==> config.mk <==
export PLATFORM = sky130hd
export DESIGN_NAME = inert_spi_resp
export DESIGN_NICKNAME = d
export VERILOG_FILES = /design/src/rtl/inert_pkg.sv /design/src/rtl/inert_spi_resp_spi_edge_sync.sv /design/src/rtl/inert_spi_resp.sv
export SDC_FILE = /design/constraint.sdc
export NUM_CORES = 1
export LEC_CHECK = 0
export CAP_MARGIN = 25
export CELL_PAD_IN_SITES_DETAIL_PLACEMENT = 0
export CELL_PAD_IN_SITES_GLOBAL_PLACEMENT = 1
export CORE_MARGIN = 3
export CORE_UTILIZATION = 51
export CTS_BUF_LIST = sky130_fd_sc_hd__clkbuf_16
export CTS_CLUSTER_SIZE = 28
export DETAILED_ROUTE_END_ITERATION = 10
export DONT_BUFFER_PORTS = 1
export PLACE_DENSITY = 0.78
export RECOVER_POWER = 50
export SYNTH_ARGS = -nofsm -noshare
export SYNTH_HDL_FRONTEND = slang
export SYNTH_HIERARCHICAL = 1
export SYNTH_SLANG_ARGS = --single-unit
==> constraint.sdc <==
create_clock -name clk -period 2.9 [get_ports clk]
set_input_delay 0.29 -clock clk [delete_from_list [all_inputs] [get_ports clk]]
set_output_delay 0.29 -clock clk [all_outputs]
set_load 0.1 [all_outputs]
==> src/rtl/inert_pkg.sv <==
// rtl/inert_pkg.sv - register map and frame constants for the inertial sensor SPI responder
// Purpose: shared 7-bit register addresses, command bit position and frame lengths.
package inert_pkg;

  // Configuration registers (read back written value)
  localparam logic [6:0] ADDR_INT_CTRL = 7'h0D;
  localparam logic [6:0] ADDR_WHOAMI   = 7'h0F;
  localparam logic [6:0] ADDR_CTRL1_XL = 7'h10;
  localparam logic [6:0] ADDR_CTRL2_G  = 7'h11;
  localparam logic [6:0] ADDR_CTRL5    = 7'h14;

  // Sample data registers, low byte then high byte
  localparam logic [6:0] ADDR_ROLL_L   = 7'h24;
  localparam logic [6:0] ADDR_ROLL_H   = 7'h25;
  localparam logic [6:0] ADDR_YAW_L    = 7'h26;
  localparam logic [6:0] ADDR_YAW_H    = 7'h27;
  localparam logic [6:0] ADDR_AY_L     = 7'h2A;
  localparam logic [6:0] ADDR_AY_H     = 7'h2B;
  localparam logic [6:0] ADDR_AZ_L     = 7'h2C;
  localparam logic [6:0] ADDR_AZ_H     = 7'h2D;

  // Bit 15 of the command word selects read (1) or write (0)
  localparam int CMD_RD = 15;

  // Frame is 16 SCLKs: 8-bit command byte then 8-bit data byte
  localparam logic [4:0] FRAME_LEN = 5'd16;
  localparam logic [4:0] CMD_LEN   = 5'd8;

endpackage

==> src/rtl/inert_spi_resp_spi_edge_sync.sv <==
// rtl/inert_spi_resp_spi_edge_sync.sv - triple-flop synchronizer with rise/fall strobes
// Purpose: bring one asynchronous SPI pin into the clk domain and flag its edges.
// Ports: clk, rst_n (async active-low); d_i async input;
//        rise_o / fall_o one-clk strobes on the synchronized edge.
module spi_edge_sync #(
  parameter logic RST_VAL = 1'b1
) (
  input  logic clk,
  input  logic rst_n,
  input  logic d_i,
  output logic rise_o,
  output logic fall_o
);

  // ff_q[1] is the synchronized level; ff_q[2] is its one-clk-old copy
  logic [2:0] ff_q;

  always_ff @(posedge clk or negedge rst_n) begin
    if (!rst_n) begin
      ff_q <= {3{RST_VAL}};
    end else begin
      ff_q <= {ff_q[1:0], d_i};
    end
  end

  assign rise_o = ff_q[1] & ~ff_q[2];
  assign fall_o = ~ff_q[1] & ff_q[2];

endmodule

==> src/rtl/inert_spi_resp.sv <==
// rtl/inert_spi_resp.sv - SPI responder emulating the inertial sensor
// Purpose: decode 16-bit SPI frames, hold config registers, serve sample data,
//          and raise a data-ready interrupt when a new sample is captured.
// Ports: clk, rst_n (async active-low); SS_n, SCLK, MOSI, MISO SPI link
//        (SCLK idles high, data sampled on rise); INT data-ready interrupt;
//        smpl_vld strobe with roll_rt_in, yaw_rt_in, AY_in, AZ_in samples.
module inert_spi_resp
  import inert_pkg::*;
#(
  parameter logic [7:0]  WHOAMI     = 8'h6A,
  parameter int unsigned INT_EN_BIT = 1
) (
  input  logic        clk,
  input  logic        rst_n,
  input  logic        SS_n,
  input  logic        SCLK,
  input  logic        MOSI,
  output logic        MISO,
  output logic        INT,
  input  logic        smpl_vld,
  input  logic [15:0] roll_rt_in,
  input  logic [15:0] yaw_rt_in,
  input  logic [15:0] AY_in,
  input  logic [15:0] AZ_in
);

  logic        ss_rise, ss_fall, sclk_rise, sclk_fall;
  logic [1:0]  mosi_q;
  logic        ss_low_q;
  logic [4:0]  bit_cnt_q;
  logic [15:0] rx_q, rx_d;
  logic [7:0]  tx_q, rd_mux;
  logic [7:0]  int_ctrl_q, ctrl1_xl_q, ctrl2_g_q, ctrl5_q;
  logic [15:0] roll_q, yaw_q, ay_q, az_q;
  logic [15:0] roll_p_q, yaw_p_q, ay_p_q, az_p_q;
  logic        pend_q, lock_q, int_q, int_d;
  logic        frame_done, wr_commit, rd_roll_l, rd_az_h, int_set, int_clr;
  logic [6:0]  cmd_addr;

  spi_edge_sync #(.RST_VAL(1'b1)) u_ss_sync (
    .clk(clk), .rst_n(rst_n), .d_i(SS_n), .rise_o(ss_rise), .fall_o(ss_fall)
  );

  spi_edge_sync #(.RST_VAL(1'b1)) u_sclk_sync (
    .clk(clk), .rst_n(rst_n), .d_i(SCLK), .rise_o(sclk_rise), .fall_o(sclk_fall)
  );

  // MOSI needs only the two-flop path; it is stable around synchronized SCLK rises
  always_ff @(posedge clk or negedge rst_n) begin
    if (!rst_n) mosi_q <= 2'b00;
    else        mosi_q <= {mosi_q[0], MOSI};
  end

  assign rx_d = {rx_q[14:0], mosi_q[1]};

  // Read mux addressed by the command byte as it completes (post-shift rx)
  always_comb begin
    rd_mux = 8'h00;
    case (rx_d[6:0])
      ADDR_INT_CTRL: rd_mux = int_ctrl_q;
      ADDR_WHOAMI:   rd_mux = WHOAMI;
      ADDR_CTRL1_XL: rd_mux = ctrl1_xl_q;
      ADDR_CTRL2_G:  rd_mux = ctrl2_g_q;
      ADDR_CTRL5:    rd_mux = ctrl5_q;
      ADDR_ROLL_L:   rd_mux = roll_q[7:0];
      ADDR_ROLL_H:   rd_mux = roll_q[15:8];
      ADDR_YAW_L:    rd_mux = yaw_q[7:0];
      ADDR_YAW_H:    rd_mux = yaw_q[15:8];
      ADDR_AY_L:     rd_mux = ay_q[7:0];
      ADDR_AY_H:     rd_mux = ay_q[15:8];
      ADDR_AZ_L:     rd_mux = az_q[7:0];
      ADDR_AZ_H:     rd_mux = az_q[15:8];
      default:       rd_mux = 8'h00;
    endcase
  end

  // Frame-level decode, evaluated on the SS_n rise that ends a frame
  assign cmd_addr   = rx_q[14:8];
  assign frame_done = ss_rise && (bit_cnt_q == FRAME_LEN);
  assign wr_commit  = frame_done && !rx_q[CMD_RD];
  assign rd_roll_l  = frame_done && rx_q[CMD_RD] && (cmd_addr == ADDR_ROLL_L);
  assign rd_az_h    = frame_done && rx_q[CMD_RD] && (cmd_addr == ADDR_AZ_H);

  // A fresh sample (direct or released from pending) beats any clear in the same clk
  assign int_set = !lock_q && (smpl_vld || pend_q) && int_ctrl_q[INT_EN_BIT];
  assign int_clr = rd_roll_l ||
                   (wr_commit && (cmd_addr == ADDR_INT_CTRL) && !rx_q[INT_EN_BIT]);
  assign int_d   = int_set || (int_q && !int_clr);

  // SPI shift engine
  always_ff @(posedge clk or negedge rst_n) begin
    if (!rst_n) begin
      ss_low_q  <= 1'b0;
      bit_cnt_q <= 5'd0;
      rx_q      <= 16'h0000;
      tx_q      <= 8'h00;
    end else if (ss_fall) begin
      ss_low_q  <= 1'b1;
      bit_cnt_q <= 5'd0;
      rx_q      <= 16'h0000;
      tx_q      <= 8'h00;
    end else if (ss_rise) begin
      ss_low_q  <= 1'b0;
    end else if (ss_low_q) begin
      if (sclk_rise) begin
        rx_q <= rx_d;
        if (bit_cnt_q != FRAME_LEN) bit_cnt_q <= bit_cnt_q + 5'd1;
        if (bit_cnt_q == CMD_LEN - 5'd1) tx_q <= rd_mux;
      end else if (sclk_fall && (bit_cnt_q > CMD_LEN)) begin
        // The fall right after the load keeps bit 7 on MISO for the 9th rise
        tx_q <= {tx_q[6:0], 1'b0};
      end
    end
  end

  // Configuration registers, sample capture, burst lock and interrupt
  always_ff @(posedge clk or negedge rst_n) begin
    if (!rst_n) begin
      int_ctrl_q <= 8'h00;
      ctrl1_xl_q <= 8'h00;
      ctrl2_g_q  <= 8'h00;
      ctrl5_q    <= 8'h00;
      roll_q     <= 16'h0000;
      yaw_q      <= 16'h0000;
      ay_q       <= 16'h0000;
      az_q       <= 16'h0000;
      roll_p_q   <= 16'h0000;
      yaw_p_q    <= 16'h0000;
      ay_p_q     <= 16'h0000;
      az_p_q     <= 16'h0000;
      pend_q     <= 1'b0;
      lock_q     <= 1'b0;
      int_q      <= 1'b0;
    end else begin
      if (wr_commit) begin
        case (cmd_addr)
          ADDR_INT_CTRL: int_ctrl_q <= rx_q[7:0];
          ADDR_CTRL1_XL: ctrl1_xl_q <= rx_q[7:0];
          ADDR_CTRL2_G:  ctrl2_g_q  <= rx_q[7:0];
          ADDR_CTRL5:    ctrl5_q    <= rx_q[7:0];
          default:       ;
        endcase
      end

      if (rd_roll_l)    lock_q <= 1'b1;
      else if (rd_az_h) lock_q <= 1'b0;

      // While a burst read is in progress the data registers are frozen so the
      // master sees one coherent sample; the newest arrival waits in pending.
      if (!lock_q) begin
        if (smpl_vld) begin
          roll_q <= roll_rt_in;
          yaw_q  <= yaw_rt_in;
          ay_q   <= AY_in;
          az_q   <= AZ_in;
        end else if (pend_q) begin
          roll_q <= roll_p_q;
          yaw_q  <= yaw_p_q;
          ay_q   <= ay_p_q;
          az_q   <= az_p_q;
        end
        pend_q <= 1'b0;
      end else if (smpl_vld) begin
        roll_p_q <= roll_rt_in;
        yaw_p_q  <= yaw_rt_in;
        ay_p_q   <= AY_in;
        az_p_q   <= AZ_in;
        pend_q   <= 1'b1;
      end

      int_q <= int_d;
    end
  end

  assign MISO = ss_low_q ? tx_q[7] : 1'b0;
  assign INT  = int_q;

endmodule

==> impl_metrics.ini <==
[clock_network]
cts_max_path_buffers = 3
cts-buffers-inserted = 22
clkSinkCount = 201
cts-root-buf = clkbuf_16
cts.hold.buffers_added = 68
cts_setup_buffers = 0
clock_latency_ns = 0.50
h-tree-depth = 1
cts.repair.resized = 0
clk_pin_slew_ns = 0.06
cts_tree = done

[synth]
syn-num-nets = 871
netlist_area_sq_um = 9210
yosysSeqAreaShare = 0.547
synth_edf_count = 0
async_flop_share = 1.00
ys_ff_latch = 201
avgSynthCellArea_sq_um = 11.5
synth-main-ff-cell = dfrtp_1
ys_warn_count = 6
netlist_instances = 799
synth_cell_types = 63

[floorplan]
ios = 72
die-width_um = 140
coreArea_sq_um = 17500
num_rows = 48
die_h_um = 140
start_util = 0.527
fp.dieArea_sq_um = 19700

[global_route]
first_global_vias = 6885
grt-ovfl-total = 0
antenna_found_initial = 0
grtUsageTotal = 0.234
grt_max_degree = 202
grt_pass1_wl_mm = 37.0

[timing]
fin_setup_tns_ns = 0
setup_violations = 0
drv_slew = 0
hold_violations = 201
min_period_ns = 2.61
fin_skew_ns = 0.0106
fin_hold_ws_ns = -0.502
fin_crit_sh = 0.900
fmax_ghz = 0.383
grt_setup_unrepaired = no
tightest_slew_ns = 0.948
relSlewSlack = 0.367

[placed_design]
dp.final_hpwl_mm = 15.6
portBuffers = 0
routabilityCongestion = 0.906

[critical_path]
critPathArrivalTime_ns = 2.99
worstSetupStartpointType = flop
cp-end-kind = flop
path_class = reg -> reg
crit_path_max_fanout = 8
critPathRequiredTime_ns = 3.28

[detailed_routing]
first_pass_iters = 7
totalWireLength_mm = 22.7
vias = 6484
drtIter0Drc = 495
avgViaCountPerCell = 5.89
wl_per_cell_um = 20.6
drc_errors = 0
drtAntennaViolNets = 0

[run_status]
status = complete, but fails checks
violations = negative hold slack

[power_and_ir_drop]
ir_drop_v = 0.000439
leakagePower_nw = 5.09
powerDensity_nw_per_um2 = 567

[layout]
antenna_cells = 0
num-fill-cells = 1410
syn2layout_area_growth_pct = 18.3
seqCellArea_sq_um = 5040
drive_above_1_share = 0.203
multi_input_area_sq_um = 3920
fin_nets = 931

[run]
maxCapViolations = 0

[worst_hold_path]
hp-class = in -> async
## layer usage
metal | up-vias | part of all wire | global-route usage
li1 | 3023 | - | -
met1 | 3264 | 0.44 | 0.321
met2 | 166 | 0.50 | 0.404
met3 | 31 | 0.044 | 0.0318
met4 | 0 | 0.017 | 0.0454
met5 | - | 0 | 0
## synth_stat cells, types with 2 or more instances
cell type | instances | area [sq um]
nand3_1 | 14 | 70.1
mux2_2 | 91 | 1020
o31ai_1 | 2 | 15.0
nand2_1 | 89 | 334
o21ai_0 | 83 | 415
a221oi_1 | 5 | 43.8
buf_1 | 4 | 15.0
a32oi_1 | 11 | 96.3
nor4_1 | 3 | 18.8
o211ai_1 | 2 | 15.0
nor2_1 | 24 | 90.1
a31oi_1 | 9 | 56.3
nor3b_1 | 2 | 15.0
and3_1 | 5 | 31.3
a21oi_1 | 15 | 75.1
inv_1 | 8 | 30.0
nor2b_1 | 7 | 43.8
dfrtp_1 | 195 | 4880
o22ai_1 | 7 | 43.8
nand4_1 | 3 | 18.8
dfstp_2 | 6 | 158
nand2b_1 | 3 | 18.8
mux2i_1 | 65 | 651
nand3b_1 | 4 | 30.0
a21o_1 | 2 | 15.0
ha_1 | 2 | 25.0
nor3_1 | 7 | 35.0
xnor2_1 | 2 | 17.5
mux2_4 | 8 | 120
o21a_1 | 2 | 15.0
clkbuf_1 | 51 | 191
nor2_2 | 2 | 12.5
and2_1 | 4 | 25.0
a22o_1 | 23 | 201
a22oi_1 | 10 | 75.1
and2b_2 | 2 | 17.5
## area by class of cell
type | count | area share
Clock buffer | 23 | 0.0528
Clock inverter | 17 | 0.0121
Inverter | 9 | 0.00310
Multi-Input combinational cell | 532 | 0.360
Sequential cell | 201 | 0.462
Tap cell | 225 | 0.0258
Timing Repair Buffer | 93 | 0.0843
## critical path: stages (launching register included)
cell and delay [ns]:
dfrtp_1 0.41, inv_1 0.08, ha_1 0.21, nand4bb_4 0.13, or3b_4 0.41, or4b_4 0.52, nor2_2 0.12, and3_4 0.30
mux2_4 0.32
## sequential cells by signal, indices dropped and copies added, names as in the netlist, 8 cells and up
name	cells
rx_q	16
az_p_q	16
ctrl1_xl_q	8
tx_q	8
ay_q	16
int_ctrl_q	8
ctrl5_q	8
roll_q	16
az_q	16
yaw_p_q	16
ctrl2_g_q	8
yaw_q	16
roll_p_q	16
ay_p_q	16
## per-stage QoR
step	area (sq um)	setup WS (ns)	std cells	utilization	total power [mW]
after floorplan	9210	0.430	799	-	3.33
after global placement	9510	0.335	992	0.544	3.43
after detailed placement	9510	0.293	992	0.544	3.45
after CTS	10900	0.275	1100	0.624	6.25
after global routing	10900	0.186	1100	0.624	6.44
final	10900	0.289	1100	0.624	6.18
## cell usage in the layout (no fill, tap or decap), types with 7 or more instances in the layout
| master | netlist | layout |
|---|---|---|
| nand2_1 | 89 | 88 |
| dlygate4sd3_1 | 0 | 68 |
| nand3_1 | 14 | 14 |
| o22ai_1 | 7 | 7 |
| mux2_4 | 8 | 8 |
| o21ai_0 | 83 | 83 |
| a22o_1 | 23 | 23 |
| a22oi_1 | 10 | 10 |
| clkbuf_16 | 0 | 23 |
| a21oi_1 | 15 | 15 |
| nor2_1 | 24 | 24 |
| dfrtp_1 | 195 | 195 |
| a32oi_1 | 11 | 11 |
| mux2i_1 | 65 | 65 |
| a31oi_1 | 9 | 9 |
| nor2b_1 | 7 | 7 |
| mux2_2 | 91 | 91 |
| inv_1 | 8 | 11 |
| buf_4 | 0 | 21 |
## where the power goes
group / internal, mW / switching (mW)
Combinational: 0.213 / 0.231
Clock: 1.61 / 1.10
Sequential: 2.93 / 0.104
Total: 4.75 / 1.43
## cells by family after synthesis
group / share of synthesized area
adder cells (fa/ha/maj): 0.00272
XOR/XNOR: 0.00285
multiplexers: 0.195
AO/OA/AOI/OAI: 0.125
flip-flops: 0.547
buffers and inverters: 0.0295
AND/OR/NAND/NOR: 0.0978
## final timing paths
kind / depth (start not counted) / from / slack [ns] / endpoint
min in group clk: 2 / yaw_rt_in[4] / 0 / yaw_q[4]
max in group asynchronous: 0 / rst_n / 3.02 / roll_q[6]
setup / recovery: 8 / bit_cnt_q[0] / 0.29 / ctrl2_g_q[0]
hold / removal: 0 / rst_n / -0.50 / bit_cnt_q[0]
hold reg to reg: 0 / u_sclk_sync/ff_q[0] / 0.36 / u_sclk_sync/ff_q[1]
setup reg to reg: 8 / bit_cnt_q[0] / 0.29 / ctrl2_g_q[0]
No activity file was read; power rests on OpenSTA's default activity.
